### src/rtl/dlx_global_pkg.sv
// Shared DLX pipeline types: instruction classes and operand forwarding selects.
package dlx_global_pkg;

    typedef enum logic [2:0] {
        ALU    = 3'd0,
        LOAD   = 3'd1,
        STORE  = 3'd2,
        BRANCH = 3'd3,
        JUMP   = 3'd4,
        OTHER  = 3'd5
    } opcode_class;

    typedef enum logic [1:0] {
        FWDSEL_REG            = 2'd0,
        FWDSEL_EX_MEM_ALU_OUT = 2'd1,
        FWDSEL_MEM_WB         = 2'd2
    } fwd_select;

endpackage

### src/rtl/dlx_pipe_ctrl.sv
// DLX pipeline control: load-use and D-cache stalls, branch flush, operand
// forwarding select, halt/illegal drain sequencing and optional performance
// counters. Define DLX_PIPE_CTRL_PERF_EN to build the stall/flush counters;
// without it both counter outputs are tied to zero.
module dlx_pipe_ctrl
    import dlx_global_pkg::*;
#(
    parameter int unsigned HALT_DRAIN_CYCLES = 3
) (
    input  logic        clk,
    input  logic        rst,
    input  opcode_class id_opcode_class,
    input  logic [4:0]  id_ir_rs1,
    input  logic [4:0]  id_ir_rs2,
    input  opcode_class id_ex_opcode_class,
    input  logic [4:0]  id_ex_reg_rd,
    input  logic        id_ex_reg_wen,
    input  logic [4:0]  ex_mem_reg_rd,
    input  logic        ex_mem_reg_wen,
    input  logic [4:0]  mem_wb_reg_rd,
    input  logic        mem_wb_reg_wen,
    input  logic        dc_wait,
    input  logic        id_cond,
    input  logic        id_halt,
    input  logic        id_illegal_instr,
    output logic        stall,
    output logic        id_ex_bubble,
    output logic        if_flush,
    output fwd_select   id_a_fwd_sel,
    output fwd_select   id_b_fwd_sel,
    output logic        halted,
    output logic        illegal_err,
    output logic [15:0] perf_stall_cnt,
    output logic [15:0] perf_flush_cnt
);

    typedef enum logic [1:0] {
        RUN      = 2'd0,
        MEM_WAIT = 2'd1,
        DRAIN    = 2'd2,
        HALTED   = 2'd3
    } state_t;

    state_t      state_q, state_d;
    logic [15:0] drain_cnt_q, drain_cnt_d;
    logic        illegal_err_q, illegal_err_d;
    logic        load_use;

    // The ID instruction class does not affect any control decision here.
    logic unused_id_class;
    assign unused_id_class = ^id_opcode_class;

    // Load in EX whose destination is read by the instruction in ID.
    assign load_use = (id_ex_opcode_class == LOAD) && id_ex_reg_wen &&
                      (id_ex_reg_rd != 5'd0) &&
                      ((id_ex_reg_rd == id_ir_rs1) || (id_ex_reg_rd == id_ir_rs2));

    // Next-state and stall/bubble/flush decode.
    always_comb begin
        state_d       = state_q;
        drain_cnt_d   = drain_cnt_q;
        illegal_err_d = illegal_err_q;
        stall         = 1'b0;
        id_ex_bubble  = 1'b0;
        if_flush      = 1'b0;
        unique case (state_q)
            // MEM_WAIT evaluates exactly like RUN once dc_wait drops, so a
            // branch held in ID during the miss is flushed without delay.
            RUN, MEM_WAIT: begin
                if (dc_wait) begin
                    stall   = 1'b1;
                    state_d = MEM_WAIT;
                end else begin
                    state_d = RUN;
                    if (load_use) begin
                        stall        = 1'b1;
                        id_ex_bubble = 1'b1;
                    end else if (id_halt || id_illegal_instr) begin
                        drain_cnt_d = 16'(HALT_DRAIN_CYCLES);
                        state_d     = DRAIN;
                        if (id_illegal_instr) begin
                            illegal_err_d = 1'b1;
                        end
                    end else if (id_cond) begin
                        if_flush = 1'b1;
                    end
                end
            end
            DRAIN: begin
                stall        = 1'b1;
                id_ex_bubble = 1'b1;
                if (!dc_wait) begin
                    // A zero drain length halts straight away.
                    if (drain_cnt_q <= 16'd1) begin
                        state_d = HALTED;
                    end else begin
                        drain_cnt_d = drain_cnt_q - 16'd1;
                    end
                end
            end
            HALTED: begin
                stall        = 1'b1;
                id_ex_bubble = 1'b1;
            end
            default: begin
                state_d = RUN;
            end
        endcase
    end

    // Control state registers.
    always_ff @(posedge clk or negedge rst) begin
        if (!rst) begin
            state_q       <= RUN;
            drain_cnt_q   <= 16'd0;
            illegal_err_q <= 1'b0;
        end else begin
            state_q       <= state_d;
            drain_cnt_q   <= drain_cnt_d;
            illegal_err_q <= illegal_err_d;
        end
    end

    assign halted      = (state_q == HALTED);
    assign illegal_err = illegal_err_q;

    function automatic fwd_select fwd_for(input logic [4:0] rs);
        if (ex_mem_reg_wen && (ex_mem_reg_rd != 5'd0) && (ex_mem_reg_rd == rs)) begin
            return FWDSEL_EX_MEM_ALU_OUT;
        end else if (mem_wb_reg_wen && (mem_wb_reg_rd != 5'd0) && (mem_wb_reg_rd == rs)) begin
            return FWDSEL_MEM_WB;
        end else begin
            return FWDSEL_REG;
        end
    endfunction

    // Operand forwarding; the younger EX/MEM result wins over MEM/WB.
    always_comb begin
        id_a_fwd_sel = fwd_for(id_ir_rs1);
        id_b_fwd_sel = fwd_for(id_ir_rs2);
    end

`ifdef DLX_PIPE_CTRL_PERF_EN
    logic [15:0] stall_cnt_q;
    logic [15:0] flush_cnt_q;

    // Saturating stall/flush counters; the halted freeze is not a stall event.
    always_ff @(posedge clk or negedge rst) begin
        if (!rst) begin
            stall_cnt_q <= 16'd0;
            flush_cnt_q <= 16'd0;
        end else begin
            if (stall && (state_q != HALTED) && (stall_cnt_q != 16'hFFFF)) begin
                stall_cnt_q <= stall_cnt_q + 16'd1;
            end
            if (if_flush && (flush_cnt_q != 16'hFFFF)) begin
                flush_cnt_q <= flush_cnt_q + 16'd1;
            end
        end
    end

    assign perf_stall_cnt = stall_cnt_q;
    assign perf_flush_cnt = flush_cnt_q;
`else
    assign perf_stall_cnt = 16'd0;
    assign perf_flush_cnt = 16'd0;
`endif

endmodule

### config.mk
export PLATFORM = sky130hd
export DESIGN_NAME = dlx_pipe_ctrl
export DESIGN_NICKNAME = d
export VERILOG_FILES = /design/src/rtl/dlx_global_pkg.sv /design/src/rtl/dlx_pipe_ctrl.sv
export SDC_FILE = /design/constraint.sdc
export NUM_CORES = 1
export LEC_CHECK = 0
export BUFFER_PORTS_ARGS = -buffer_cell sky130_fd_sc_hd__buf_2
export CORE_ASPECT_RATIO = 0.7
export CORE_MARGIN = 1.5
export CORE_UTILIZATION = 47
export DETAILED_ROUTE_END_ITERATION = 8
export GPL_TIMING_DRIVEN = 0
export PLACE_DENSITY_LB_ADDON = 0.12
export SLEW_MARGIN = 20
export SYNTH_ARGS = -nofsm -noshare
export SYNTH_HDL_FRONTEND = slang
export SYNTH_SLANG_ARGS = --single-unit
### constraint.sdc
create_clock -name clk -period 3.34 [get_ports clk]
set_clock_uncertainty 0.2 [all_clocks]
set_input_delay 0 -clock clk [delete_from_list [all_inputs] [get_ports clk]]
set_output_delay 0 -clock clk [all_outputs]
set_load 0.02 [all_outputs]
==> flow_summary_export.csv <==
group,metric,value,unit
timing,tns,0,ns
floorplanning,die_w,75.05,um
yosys,synth_edf_count,0,
setup_path,worstPathRequired,3.27,ns
yosys,syn_avg_cell_area,8.455,um^2
pwr,power_leakage,1.073,nW
grt,use_met3,4.381,%
placed_design,dp.cells,328,
yosys,synth-seq-cells,19,
yosys,synth_area_leaders,"dfrtp_1, buf_4, xnor2_1",
min_path,worstHoldPathType,"input port to async pin",
floorplanning,die_height,53.44,um
setup_path,path_cells,"buf_6 > or4_4 > or4_1 > buf_2 > o311ai_4 > nor2_1 > a21oi_1 > a31oi_1",
job,drv_cap,0,
route,vias_per_cell,4.695,
finish,fin_util,63.55,%
run_status,status,"completed",
grt,grtUsageTotal,19.37,%
pwr,ir_drop,472.7,uV
yosys,yosys_warnings,0,
floorplanning,dieArea,4010,um^2
yosys,syn-cell-area,1708,um^2
clock_network,clk_pin_slew_worst_paths,0.08,ns
setup_path,crit_path_start_kind,"flop",
clock_network,cts_tree,"done",
clock_network,post_cts_buffers,0,
grt,busiest_layer,"met2",
setup_path,critPathMaxStageDelay,0.55,ns
grt,use_met1,26.10,%
route,wl,3699,um
timing,worst_slew_margin_rel,54.31,%
setup_path,r2r_cells,8,
placed_design,io_buffer_count,45,
route,ant_nets,0,
grt,grt_pass1_vias,1311,
placed_design,hpwlAfterDp,2953,um
placed_design,place_congestion,0.8365,
route,vias,1587,
grt,gr-total-overflow,0,
floorplanning,ios,81,
yosys,yosysTopAreaCell,"dfrtp_1",
yosys,synthFlopType,"dfrtp_1",
finish,seq_area,475.5,um^2
grt,grt_pass1_wl,5934,um
route,detail_route.wl_per_cell,10.94,um
route,drc,0,
yosys,ys_types,40,
clock_network,ctsResizeCount,0,
clock_network,cts_hold_buf,6,
yosys,syn_inst,202,
yosys,yosysTopAreaCellShare,27.84,%
timing,setup_viol,0,
timing,hold_violations,0,
clock_network,clock_latency,0.26,ns
timing,period_share,85.45,%
finish,final_cell_count_no_fill,338,
timing,slew_violations,0,
timing,min_period,2.854,ns
yosys,yosysSeqAreaShare,27.84,%
clock_network,cts_root_buf,"clkbuf_8",
clock_network,cts_buffers,3,
finish,insertedDiodeCount,0,
route,dr.pass1.iters,4,
floorplanning,coreArea,3491,um^2
clock_network,clock_path_buffers,2,
route,drt_iter0_markers,60,
timing,fmax,0.3504,GHz
setup_path,arrival,2.78,ns
finish,fillCellCount,319,
timing,worst_pin_slew,0.6838,ns
finish,multi_input_comb_area,1044,um^2
floorplanning,start_util,48.92,%
finish,syn2layout_area_growth,29.89,%
grt,antenna_found_initial,0,
yosys,async_reset_ff_share,100.0,%
grt,grt_max_degree,20,
floorplanning,rows,18,
timing,rsz0062_at_grt,"no",
clock_network,htreeDepth,1,
setup_path,path_class,"flop to flop",
finish,nets,331,
setup_path,cpMaxStageDelayCell,"or4_4",
finish,drive_above_1_share,31.60,%
setup_path,end_kind,"flop",
clock_network,clock_sink_count,19,
setup_path,rrSetupSlack,0.49,ns
setup_path,crit_fanout,9,
grt,grt_use_met2,32.30,%
pwr,power_density,525.6,nW/um^2
worst paths after layout:
check / start / to
worst min-delay path: rst / drain_cnt_q[12]
max in group asynchronous: rst / illegal_err
worst max-delay path: drain_cnt_q[6] / drain_cnt_q[9]
worst max register to register: drain_cnt_q[6] / drain_cnt_q[9]
worst min register to register: drain_cnt_q[12] / drain_cnt_q[12]
min in group clk: id_cond / if_flush
placed cells by master, fill, tap and decap left out, types with 2 or more instances in the layout:
cell            n
clkbuf_8        3
nand3_1         4
or4_1           7
o31ai_1         2
nand2_1         7
dfrtp_1        19
or3_1           2
clkbuf_1        3
nor3_1          5
inv_1           7
buf_4          32
dlygate4sd3_1   6
buf_6           2
a31oi_1        15
xnor2_1        16
conb_1         32
xor2_1         14
nor4_1          5
a21oi_1        11
buf_2          46
ha_1            2
o21ai_0         8
nor2_1         17
nand2b_1        4
power breakdown:
group / switching, W / leakage [nW] / internal, W / total, W
clock: 0.0000783 / 0.0255 / 0.0000829 / 0.000161
sequential: 0.0000875 / 0.240 / 0.000311 / 0.000399
combinational: 0.000338 / 0.808 / 0.000268 / 0.000606
total: 0.000504 / 1.07 / 0.000663 / 0.00117
area by class of cell:
cell class                 instances  share of cell area (%)
multi-input combinational        169                   47.04
sequential                        19                   21.43
timing repair buffer              51                   12.86
buffer                            38                   12.58
tap                               50                   2.820
clock buffer                       3                   1.861
inverter                           7                   1.184
clock inverter                     1                  0.2256
through the flow:
step / hold WS [ns] / worst slack (ns) / total power (W) / area [um^2]
floorplan: -0.4956 / 0.6979 / 0.0008604 / 1824
global placement: -0.2341 / 0.5305 / 0.0009924 / 2112
detailed placement: -0.2341 / 0.5157 / 0.0009995 / 2112
CTS: 0.02466 / 0.4993 / 0.001170 / 2218
global route: 0.05621 / 0.3355 / 0.001280 / 2218
finish: 0.01649 / 0.4859 / 0.001166 / 2218
cell families (layout without fill, tap and decap cells):
family          count (synthesis)  count (layout)  share of synthesized area, %
fa+ha+maj                       2               2                         1.465
xor+xnor                       30              30                         15.38
simple gates                   58              58                         18.46
mux                             1               1                        0.6593
compound gates                 46              46                         18.10
flops                          19              19                         27.84
other cells                     1              32                        0.2196
buf+inv                        45             100                         17.88
state kept, by name (all words and copies together) (netlist names):
register,flops
state_q,2
illegal_err,1
drain_cnt_q,16
worst max-delay path: cells and delay by family, from the launching register on:
| kind | cells | cell delay (ns) |
|---|---|---|
| flip-flops | 1 | 0.38 |
| AO/OA/AOI/OAI | 3 | 0.69 |
| AND/OR/NAND/NOR | 3 | 1.16 |
| buffers and inverters | 2 | 0.30 |
layer usage:
layer,up-vias,part of all wire (%)
met1,683,46
met5,-,0
met3,4,9.6
met4,0,0.57
met2,72,44
li1,828,-
cells in the mapped netlist (5+ instances only):
master	number
a31oi_1	15
a21oi_1	11
or4_1	7
nand2_1	7
nor3_1	5
nor2_1	17
dfrtp_1	19
buf_4	32
xnor2_1	16
inv_1	7
nor4_1	5
o21ai_0	8
xor2_1	14
(Power assumes the default switching activity.)
